### src/rtl/clk_counter_mod_if.sv
// Control/status bundle for clk_counter_mod.
// master: the block that drives the counter (the bench, or a controller).
// slave:  the counter itself.
// Handshake: there is no valid/ready pair. Every input is a level sampled on
// each rising clk edge, and every output is a registered level that is
// stable for the whole following cycle.
// With CLK_COUNTER_CAPTURE_EN defined, the bundle also carries capture/cap_value.
interface clk_counter_mod_if #(
  parameter int WIDTH = 32
);
  logic             en;
  logic             up;
  logic             load;
  logic [WIDTH-1:0] load_value;
  logic             start;
  logic [WIDTH-1:0] counter_out;
  logic             tc;
  logic             running;
  logic             done;
  logic [1:0]       dbg_state;
`ifdef CLK_COUNTER_CAPTURE_EN
  logic             capture;
  logic [WIDTH-1:0] cap_value;

  modport master (
    output en, up, load, load_value, start, capture,
    input  counter_out, tc, running, done, dbg_state, cap_value
  );
  modport slave (
    input  en, up, load, load_value, start, capture,
    output counter_out, tc, running, done, dbg_state, cap_value
  );
`else
  modport master (
    output en, up, load, load_value, start,
    input  counter_out, tc, running, done, dbg_state
  );
  modport slave (
    input  en, up, load, load_value, start,
    output counter_out, tc, running, done, dbg_state
  );
`endif
endinterface

### src/rtl/clk_counter_mod.sv
// Parametrised modulo up/down counter with load, terminal-count pulse and
// optional one-shot mode (IDLE/RUN/DONE FSM).
// Optional feature macro: CLK_COUNTER_CAPTURE_EN adds capture/cap_value.
// dbg_state exposes the FSM encoding: 0 = IDLE, 1 = RUN, 2 = DONE.
module clk_counter_mod #(
  parameter int          WIDTH     = 32,
  parameter logic [31:0] MAX_VALUE = 32'hFFFF_FFFF,
  parameter int          ONE_SHOT  = 0
) (
  input  logic               clk,
  input  logic               neg_reset,
  clk_counter_mod_if.slave   ctrl_if
);

  typedef enum logic [1:0] {
    ST_IDLE = 2'd0,
    ST_RUN  = 2'd1,
    ST_DONE = 2'd2
  } state_t;

  localparam logic [WIDTH-1:0] MAX_W    = MAX_VALUE[WIDTH-1:0];
  localparam logic [WIDTH-1:0] ZERO_W   = '0;
  localparam logic [WIDTH-1:0] ONE_W    = {{(WIDTH-1){1'b0}}, 1'b1};
  localparam bit               OS       = (ONE_SHOT != 0);
  localparam state_t           RST_ST   = OS ? ST_IDLE : ST_RUN;

  state_t           state_q, state_d;
  logic [WIDTH-1:0] cnt_q, cnt_d;
  logic             tc_q, tc_d;
  logic [WIDTH-1:0] load_clip;
  logic [WIDTH-1:0] reload;
  logic             at_term;

  // Clipped load value, restart value and terminal detect for the current direction
  always_comb begin
    load_clip = (ctrl_if.load_value > MAX_W) ? MAX_W : ctrl_if.load_value;
    reload    = ctrl_if.up ? ZERO_W : MAX_W;
    at_term   = ctrl_if.up ? (cnt_q == MAX_W) : (cnt_q == ZERO_W);
  end

  // Next-state and next-count: load > start (one-shot, not RUN) > enabled step > hold
  always_comb begin
    state_d = state_q;
    cnt_d   = cnt_q;
    tc_d    = 1'b0;
    if (ctrl_if.load) begin
      cnt_d = load_clip;
    end else if (OS && ctrl_if.start && (state_q != ST_RUN)) begin
      cnt_d   = reload;
      state_d = ST_RUN;
    end else if ((state_q == ST_RUN) && ctrl_if.en) begin
      if (at_term) begin
        tc_d = 1'b1;
        if (OS) begin
          // One-shot parks on the terminal value instead of wrapping
          state_d = ST_DONE;
        end else begin
          cnt_d = reload;
        end
      end else if (ctrl_if.up) begin
        cnt_d = cnt_q + ONE_W;
      end else begin
        cnt_d = cnt_q - ONE_W;
      end
    end
  end

  // State, count and terminal-count registers with synchronous active-low reset
  always_ff @(posedge clk) begin
    if (!neg_reset) begin
      state_q <= RST_ST;
      cnt_q   <= '0;
      tc_q    <= 1'b0;
    end else begin
      state_q <= state_d;
      cnt_q   <= cnt_d;
      tc_q    <= tc_d;
    end
  end

`ifdef CLK_COUNTER_CAPTURE_EN
  logic [WIDTH-1:0] cap_q;

  // Snapshot of the pre-update count whenever capture is sampled high
  always_ff @(posedge clk) begin
    if (!neg_reset) begin
      cap_q <= '0;
    end else if (ctrl_if.capture) begin
      cap_q <= cnt_q;
    end
  end

  assign ctrl_if.cap_value = cap_q;
`endif

  assign ctrl_if.counter_out = cnt_q;
  assign ctrl_if.tc          = tc_q;
  assign ctrl_if.running     = (state_q == ST_RUN);
  assign ctrl_if.done        = OS && (state_q == ST_DONE);
  assign ctrl_if.dbg_state   = state_q;

endmodule

### src/flat_wrapper.sv
// flat-port wrapper written by rule: the top's interface ports become plain ports
module clk_counter_mod_flat 
#(
  parameter int          WIDTH     = 32,
  parameter logic [31:0] MAX_VALUE = 32'hFFFF_FFFF,
  parameter int          ONE_SHOT  = 0
)
  (clk, neg_reset, ctrl_if_en, ctrl_if_up, ctrl_if_load, ctrl_if_load_value, ctrl_if_start, ctrl_if_counter_out, ctrl_if_tc, ctrl_if_running, ctrl_if_done, ctrl_if_dbg_state);
  clk_counter_mod_if #(.WIDTH(WIDTH)) ctrl_if_i ();
  input  logic clk;
  input  logic neg_reset;
  input wire logic [$bits(ctrl_if_i.en)-1:0] ctrl_if_en;
  input wire logic [$bits(ctrl_if_i.up)-1:0] ctrl_if_up;
  input wire logic [$bits(ctrl_if_i.load)-1:0] ctrl_if_load;
  input wire logic [$bits(ctrl_if_i.load_value)-1:0] ctrl_if_load_value;
  input wire logic [$bits(ctrl_if_i.start)-1:0] ctrl_if_start;
  output wire logic [$bits(ctrl_if_i.counter_out)-1:0] ctrl_if_counter_out;
  output wire logic [$bits(ctrl_if_i.tc)-1:0] ctrl_if_tc;
  output wire logic [$bits(ctrl_if_i.running)-1:0] ctrl_if_running;
  output wire logic [$bits(ctrl_if_i.done)-1:0] ctrl_if_done;
  output wire logic [$bits(ctrl_if_i.dbg_state)-1:0] ctrl_if_dbg_state;
  assign ctrl_if_i.en = ctrl_if_en;
  assign ctrl_if_i.up = ctrl_if_up;
  assign ctrl_if_i.load = ctrl_if_load;
  assign ctrl_if_i.load_value = ctrl_if_load_value;
  assign ctrl_if_i.start = ctrl_if_start;
  assign ctrl_if_counter_out = ctrl_if_i.counter_out;
  assign ctrl_if_tc = ctrl_if_i.tc;
  assign ctrl_if_running = ctrl_if_i.running;
  assign ctrl_if_done = ctrl_if_i.done;
  assign ctrl_if_dbg_state = ctrl_if_i.dbg_state;
  clk_counter_mod #(.WIDTH(WIDTH), .MAX_VALUE(MAX_VALUE), .ONE_SHOT(ONE_SHOT)) u_core (.clk(clk), .neg_reset(neg_reset), .ctrl_if(ctrl_if_i));
endmodule
### config.mk
export PLATFORM = sky130hd
export DESIGN_NAME = clk_counter_mod_flat
export DESIGN_NICKNAME = d
export VERILOG_FILES = /design/src/rtl/clk_counter_mod_if.sv /design/src/rtl/clk_counter_mod.sv /design/src/flat_wrapper.sv
export SDC_FILE = /design/constraint.sdc
export NUM_CORES = 1
export LEC_CHECK = 0
export ABC_CLOCK_PERIOD_IN_PS = 7100
export CAP_MARGIN = 20
export CORE_ASPECT_RATIO = 1.4
export CORE_MARGIN = 1.5
export CORE_UTILIZATION = 41
export DETAILED_ROUTE_END_ITERATION = 6
export PLACE_DENSITY = 0.67
export SLEW_MARGIN = 20
export SYNTH_ARGS = -nofsm -noshare
export SYNTH_HDL_FRONTEND = slang
export SYNTH_SLANG_ARGS = --single-unit
### constraint.sdc
create_clock -name clk -period 7.1 [get_ports clk]
set_clock_uncertainty 0.2 [all_clocks]
set_input_delay 0.71 -clock clk [delete_from_list [all_inputs] [get_ports clk]]
set_output_delay 0.71 -clock clk [all_outputs]
set_load 0.05 [all_outputs]
==> results of run 1 <==
-- power by group through the flow --
| stage | sequential (mW) | clock [mW] | combinational, mW |
|---|---|---|---|
| 4_1_cts | 0.236 | 0.240 | 0.422 |
| 3_5_place_dp | 0.240 | 0 | 0.419 |
| 6_report | 0.236 | 0.236 | 0.423 |
| 2_1_floorplan | 0.297 | 0 | 0.252 |
| 5_1_grt | 0.240 | 0.246 | 0.461 |
| 3_3_place_gp | 0.239 | 0 | 0.416 |
-- final cells by class --
cell class	instances	area (um2)	share of cell area [%]
multi-input cells	382	2570	59.6
repair buffers	74	723	16.8
flip-flops and latches	33	661	15.3
clock buffers	7	153	3.54
well taps	102	128	2.96
inverters	19	71.3	1.66
clock inverters	1	5.00	0.116
-- layer usage --
metal / GRT usage [%] / share of wire (%)
met1: 28.0 / 41
met2: 44.6 / 53
met3: 2.05 / 2.9
met4: 9.31 / 2.7
met5: 0 / 0
-- cells in the final DEF (no fill, tap or decap), types with 4 or more instances in the layout --
master and n:
sky130_fd_sc_hd__a21o_1 15, sky130_fd_sc_hd__a31oi_1 5, sky130_fd_sc_hd__clkdlybuf4s50_1 68, sky130_fd_sc_hd__clkbuf_16 5
sky130_fd_sc_hd__nand4_1 17, sky130_fd_sc_hd__dfxtp_1 33, sky130_fd_sc_hd__xnor2_1 18, sky130_fd_sc_hd__a21oi_1 52
sky130_fd_sc_hd__conb_1 4, sky130_fd_sc_hd__nand2_1 23, sky130_fd_sc_hd__o21ai_0 45, sky130_fd_sc_hd__nor3_1 59
sky130_fd_sc_hd__nor2b_1 5, sky130_fd_sc_hd__buf_4 5, sky130_fd_sc_hd__ha_1 30, sky130_fd_sc_hd__xor2_1 10
sky130_fd_sc_hd__nor3_2 7, sky130_fd_sc_hd__o211ai_1 4, sky130_fd_sc_hd__or3_1 7, sky130_fd_sc_hd__nor2_1 12
sky130_fd_sc_hd__nand3_1 12, sky130_fd_sc_hd__nor4_1 9, sky130_fd_sc_hd__inv_1 19
-- worst min path at each step --
stage,endpoint,from,cells past startpoint
after floorplan,u_core.ctrl_if.counter_out[22],u_core.ctrl_if.counter_out[22],2
after global placement,u_core.ctrl_if.counter_out[25],u_core.ctrl_if.counter_out[25],2
after detailed placement,u_core.ctrl_if.counter_out[20],u_core.ctrl_if.counter_out[20],2
after CTS,u_core.ctrl_if.counter_out[20],u_core.ctrl_if.counter_out[20],2
after global routing,u_core.ctrl_if.counter_out[6],u_core.ctrl_if.counter_out[6],2
final,u_core.ctrl_if.counter_out[8],u_core.ctrl_if.counter_out[8],2
-- metrics by stage --
stage          utilization [%]  cell area (um2)  cells
6_report                  52.9             4310    618
5_1_grt                   52.9             4310    618
4_1_cts                   52.9             4310    618
3_5_place_dp              51.0             4160    610
3_3_place_gp              51.0             4160    610
2_1_floorplan                -             3460    469
-- logic make-up after synthesis --
family                     after synthesis  synth area share [%]
adders and majority gates               31                  11.4
DFF                                     33                  19.1
muxes                                    3                 0.870
buffers and inverters                   54                  6.74
and+or+nand+nor                        165                  26.4
xor gates and xnor gates                28                  7.10
AOI/OAI and AO/OA                      151                  28.0
other                                    2                 0.217
-- flip-flops by register name, indices dropped and copies added, names as in the netlist --
name                        flops
u_core.ctrl_if.counter_out     32
u_core.ctrl_if.tc               1
-- critical path: stages --
cell,delay [ps]
sky130_fd_sc_hd__clkdlybuf4s50_1,500
sky130_fd_sc_hd__inv_1,520
sky130_fd_sc_hd__buf_4,340
sky130_fd_sc_hd__ha_1,270
sky130_fd_sc_hd__a21oi_2,190
sky130_fd_sc_hd__o211ai_1,190
sky130_fd_sc_hd__a2111oi_4,520
sky130_fd_sc_hd__o311ai_2,180
sky130_fd_sc_hd__a221oi_2,330
sky130_fd_sc_hd__o21bai_1,120
sky130_fd_sc_hd__xnor2_1,140
sky130_fd_sc_hd__a21oi_1,180
sky130_fd_sc_hd__nor3_2,50
==> impl_summary.md, run 1 <==
Outcome
The flow ran to the end, and the final reports show no timing, DRC or antenna violations.

Die
The floorplan row count is 39. Once the floorplan was initialized, standard cells occupied between 40% and 50% of the core. The core region is between 0.008 and 0.009 mm2. The top-level I/O count is 75. In this run the horizontal extent of the chip is 80.6 um.

The floorplan die area is between 0.008 and 0.009 mm2. The vertical extent of the die is between 100 and 150 um.

Power and ir drop
Per report_power, the sequential group accounts for approximately a quarter of the total. Combinational logic is responsible for 47.3% of the overall power. For this design the ratio of total power to cell area is 208 mW/mm2. In this run switching power makes up roughly 42% of total power. The leakage power is around 1.7 nW. The completed layout was analyzed and its total power is roughly 0.90 mW. The net switching power is 0.372 mW. The clock network accounts for about a quarter of the total power. Across the VDD grid, the largest voltage drop is 0.000109 V. The total internal power is about 0.52 mW.

Global routing
The global-route wire length before repair is around 17000 um. The number of global-route vias before repair is between 3000 and 4000. The number of antenna violations at the first check in global routing came to 0. The largest net degree at the start of global routing is 37. For this run the aggregate overflow at the end of global routing stands at 0. The global-route usage over all layers is between 20 and 25%.

Synthesis
The number of synthesized flops with an enable pin is 0. The cell with the most instances after synthesis is sky130_fd_sc_hd__nor3_1. The synthesized design contains 33 register bits.

The number of distinct library cell variants in the gate-level netlist after synthesis is 56. Counting every instance in the synthesized netlist gives roughly 470. The cell taking the most area after synthesis is sky130_fd_sc_hd__dfxtp_1. The register area share after synthesis is between 10% and 20%. In the synthesized netlist the async set-or-reset flop fraction comes to 0%.

The Yosys step of the flow raised 0 warnings. The share of the synthesized area in the top cell type is 19.1%. By count the netlist is led by 59 x sky130_fd_sc_hd__nor3_1, 52 x sky130_fd_sc_hd__a21oi_1, 45 x sky130_fd_sc_hd__o21ai_0, 33 x sky130_fd_sc_hd__dfxtp_1, 30 x sky130_fd_sc_hd__ha_1. After synthesis, the cell types taking the most area are sky130_fd_sc_hd__dfxtp_1 19%, sky130_fd_sc_hd__ha_1 11%, sky130_fd_sc_hd__nor3_1 8.6%, sky130_fd_sc_hd__a21oi_1 7.5%, sky130_fd_sc_hd__o21ai_0 6.5%.

For this run, the leading register cell type out of synthesis is sky130_fd_sc_hd__dfxtp_1. The combined area of all synthesized cells is around 0.0035 mm2. The mean cell area of the mapped netlist is 7.39 um2.

Worst setup path
Along the worst path, the maximum fanout reaches 17. The worst register-to-register path begins at u_core.ctrl_if.counter_out[0]. The required time reported for the critical path endpoint is just over 7000 ps. The kind of critical path is in2reg.

The last element of the critical path is u_core.ctrl_if.counter_out[23]. Counting cells, the worst reg-to-reg path comes to 11. The most critical setup path has its startpoint at ctrl_if_up. In this run the critical register-to-register path is captured at u_core.ctrl_if.counter_out[30]. The kind of start point of the critical path is a primary input. The nature of the critical path endpoint is a flop. For flop-to-flop paths, the worst setup slack is just under 4000 ps. STA puts the critical path data arrival time at around 4300 ps.

Route
Dividing the detail-routed wire length by the instance count gives around 17 um. The total wirelength of the detailed-routed design is 10300 um. The DRC violation count after routing is 0. The via density per instance is around 6.0. The count of nets left with antenna violations after detail routing is 0. The total via count after detailed routing is 3683. The detailed-routing iteration count for the pre-antenna-repair pass is 4. The first routing iteration left 113 violations.

Timing
The headroom to the max-slew limit is 33.3%. The final number of setup-violating endpoints is 0. The final critical-path share of the clock period is about three fifths.

The actual transition at the worst max-transition pin is about 1000 ps. Setup total negative slack on the finished layout was measured at 0 ps. The worst hold slack is approximately 450 ps.

Setup repair after global routing left no endpoint under its margin. The total count of max-transition violations in the final report is 0. The worst path needs 4280 ps of the cycle, external delays included. The worst-case setup margin in the final layout is roughly 2800 ps. The number of hold-slack violations in the final timing report came to 0.

The highest clock rate is between 0.2 and 0.25 GHz.

Layout
The final-layout fill cell count is roughly 800. The number of antenna diodes in the final layout is 0. The synthesis-to-layout area growth is 24.7%. Cells with a size suffix above 1 make up roughly 7.0% of the layout. The number of nets in the final layout is a little under 600.

Placed design
The number of port buffers is just under 70. The half-perimeter wire length of the detailed placement result is ~7400 um. At the placement stage, the worst setup path has a slack of roughly 2600 ps.

The weighted congestion reported at the end of routability-driven placement is between 0.9 and 1.

Job
Max-cap violations in this run came to 0.

CTS
The H-tree was split into 2 levels. The number of CTS-inserted buffers is 5. For this design, the sink count on the clock tree is 33. The longest clock path from root to sink contains 2 buffers. Buffers inserted to repair hold after CTS numbered 0. The clock reaches the later pin of the worst-skew pair after between 200 and 300 ps. Once the clock tree was built, the resizer swapped 0 gates to a different size.

The cell sitting at the root of the clock tree is a sky130_fd_sc_hd__clkbuf_16. The CTS tree is yes. The clock transition at the registers of the reported paths is approximately 50 ps.

The number of buffers inserted to repair setup after CTS is 0.

Worst hold path
In this run the worst hold path is classified as reg2reg.
Note: power is estimated with default switching activity, not from simulation.
==> inputs of run 2 (changes only) <==
ABC_CLOCK_PERIOD_IN_PS = 4400   (was 7100)
clock period = 4.4 ns   (was 7.1 ns; I/O delays follow)
==> run 2 against run 1 <==
Final area rose by 0.64%. Worst hold slack got worse by 4.4 ps. Non-clock buffer count rose by 5. Critical path type unchanged. Critical endpoint is now u_core.ctrl_if.counter_out[26]. Largest power group unchanged.
==> impl_summary.md, run 2 (same netlist as run 1, synthesis figures left out) <==
Outcome
The run finished with clean final reports.

CTS
The clock tree buffer depth is 2 (unchanged). The number of CTS-inserted buffers came to 5 (unchanged). The H-tree level count is 2 (unchanged). TritonCTS built the clock tree.

The number of hold buffers added after CTS was 0 (unchanged). The clock net sink count is 33 (unchanged). The clock transition at the registers of the reported paths came to 60 ps (about the same). Clock tree synthesis selected as its root buffer the cell sky130_fd_sc_hd__clkbuf_16. The number of buffers inserted to repair setup after CTS came to 0 (unchanged). The clock latency reported for the late side of the worst-skew pair came to 280 ps (about the same). The total of cells resized after clock tree synthesis is 0 (unchanged).

Global routing
The number of antenna violations at the first check in global routing was 0 (unchanged). The total congestion overflow came to 0 (unchanged). The global-route usage over all layers came to 24.3% (+0.061 points). The number of global-route vias before repair is 3612 (-0.30%). The global-route wire length before repair is 17400 um (+0.52%). The largest net degree at the start of global routing came to 36 (-2.7%).

Worst setup path
The required time reported for the critical path endpoint is 4410 ps (-2660 ps). The endpoint arrival time on the critical path is 3670 ps (-580 ps). The kind of start point of the critical path is a primary input. The nature of the critical path endpoint is a flop. By startpoint and endpoint, the worst setup path is classified as in2reg. The peak fanout along the critical path is 15 (-2).

Layout
Leaving out fill and tap cells, the most frequent cell in the layout is sky130_fd_sc_hd__clkdlybuf4s50_1. The synthesis-to-layout area growth is 25.5%. The final standard cell count with taps included and fillers excluded is 622 (+0.65%). The top cell types in the final layout, fill and taps aside, are 69 x sky130_fd_sc_hd__clkdlybuf4s50_1, 59 x sky130_fd_sc_hd__nor3_1, 52 x sky130_fd_sc_hd__a21oi_1.

The end-of-flow core utilization came to 53.2% (+0.34 points). The final instance area is 0.00434 mm2 (+0.64%). The count of antenna diodes in the layout is 0 (unchanged). The number of nets in the final layout is 589 (+0.86%).

The share of post-route cells with drive strength above 1 is 7.31% (+0.33 points). The number of flip-flops under the largest register name is 32 (unchanged).

Route
The detailed-routing iteration count for the pre-antenna-repair pass is 4 (unchanged). The count of nets left with antenna violations after detail routing was 0 (unchanged). The number of DRC violations after detailed-routing iteration 0 came to 119 (+5.3%). The total via count after detailed routing is 3697 (+0.38%). The wire length per cell is 17.1 um (+2.3%). The total wirelength of the detailed-routed design came to 10600 um (+2.9%). The DRC violation count after routing is 0 (unchanged). The via density per instance was 5.94 (-0.27%).

Timing
The number of hold-slack violations in the final timing report came to 0 (unchanged). The worst path uses between 80% and 90% of the clock period. The final number of setup-violating endpoints is 0 (unchanged). Setup repair after global routing left no endpoint under its margin. The actual transition at the worst max-transition pin is 630 ps (-369 ps). The shortest period the worst path allows is 3660 ps. The total count of max-transition violations in the final report is 0 (unchanged). The highest clock rate is between 0.2 and 0.3 GHz. The headroom to the max-slew limit came to 57.9% (+25 points). The summed negative setup slack over all endpoints is 0 ps (unchanged).

Placed design
The half-perimeter wire length of the detailed placement result is 8020 um (+7.9%). The total placed cells including tap cells came to 615 (+0.82%). The number of port buffers is 69 (unchanged).

The placed instance area came to 0.00419 mm2 (+0.90%). The weighted congestion reported at the end of routability-driven placement is 0.921 (+1.9%).

Die
The die outline width is 80.6 um (unchanged). The placeable core region came to 0.00815 mm2 (unchanged). The vertical extent of the die is 112 um (unchanged). The top-level I/O count is 75 (unchanged). The floorplan row count is 39 (unchanged). The initial standard-cell utilization of the core is 42.4% (unchanged). The floorplan die area is 0.00899 mm2 (unchanged).

Power and ir drop
The leakage power is 1.70 nW (+0.79%). The power density over cell area was 329 mW/mm2 (+58%). The worst supply voltage drop on vdd is 0.000224 V (+110%).

Worst hold path
The tightest min-delay check is of the reg2reg type.

Job
The number of max-capacitance violations reported came to 0 (unchanged).
run 2: changes by cell type in the layout (fill, tap and decap cells not counted), sizes merged:
cell | before | now
clkdlybuf4s50 | 68 | 69
buf | 6 | 10
clkinv | 1 | 0
run 2: worst paths after layout:
check,startpoint,end,slack (ps),cells after the start
setup / recovery,ctrl_if_up,u_core.ctrl_if.counter_out[26],740,13
hold / removal,u_core.ctrl_if.counter_out[20],u_core.ctrl_if.counter_out[20],450,2
hold reg to reg,u_core.ctrl_if.counter_out[20],u_core.ctrl_if.counter_out[20],450,2
setup reg to reg,u_core.ctrl_if.counter_out[0],u_core.ctrl_if.counter_out[30],1230,11
run 2: metal layers:
metal / global-route usage [%] / wire length, um / vias up / share of wire (%)
li1: - / - / 1847 / -
met1: 27.9 / 4320 / 1740 / 41
met2: 46.0 / 5700 / 93 / 54
met3: 1.80 / 344 / 17 / 3.2
met4: 7.59 / 258 / 0 / 2.4
met5: 0 / 0 / - / 0
run 2: layout make-up:
class	count	area (um2)
multi-input combinational	382	2570
clock buffer	7	143
timing repair buffer	79	766
inverter	19	71.3
tap	102	128
fill	790	3810
sequential	33	661
run 2: stage by stage:
stage               hold WS, ps  total power, mW  setup WS [ps]
finish                      446             1.42            738
global route                474             1.51            516
CTS                         447             1.43            730
detailed placement          443             1.07            469
global placement            429             1.06            537
floorplan                   378            0.885           1120
run 2: where the power goes:
part | switching [mW] | total [mW] | leakage [nW] | internal (mW)
clock network | 0.134 | 0.356 | 0.0700 | 0.223
registers | 0.0514 | 0.382 | 0.275 | 0.331
logic | 0.409 | 0.686 | 1.36 | 0.277
run 2: critical path, cell delays in order:
cell                              delay (ps)
sky130_fd_sc_hd__clkdlybuf4s50_1         420
sky130_fd_sc_hd__inv_1                   430
sky130_fd_sc_hd__buf_4                   300
sky130_fd_sc_hd__ha_1                    330
sky130_fd_sc_hd__a21oi_1                 160
sky130_fd_sc_hd__o21ai_1                 110
sky130_fd_sc_hd__or3_1                   330
sky130_fd_sc_hd__nor3_2                  250
sky130_fd_sc_hd__o31ai_4                 140
sky130_fd_sc_hd__a311oi_2                320
sky130_fd_sc_hd__mux2i_1                 260
sky130_fd_sc_hd__nor3_2                   70
sky130_fd_sc_hd__nor3_2                  100
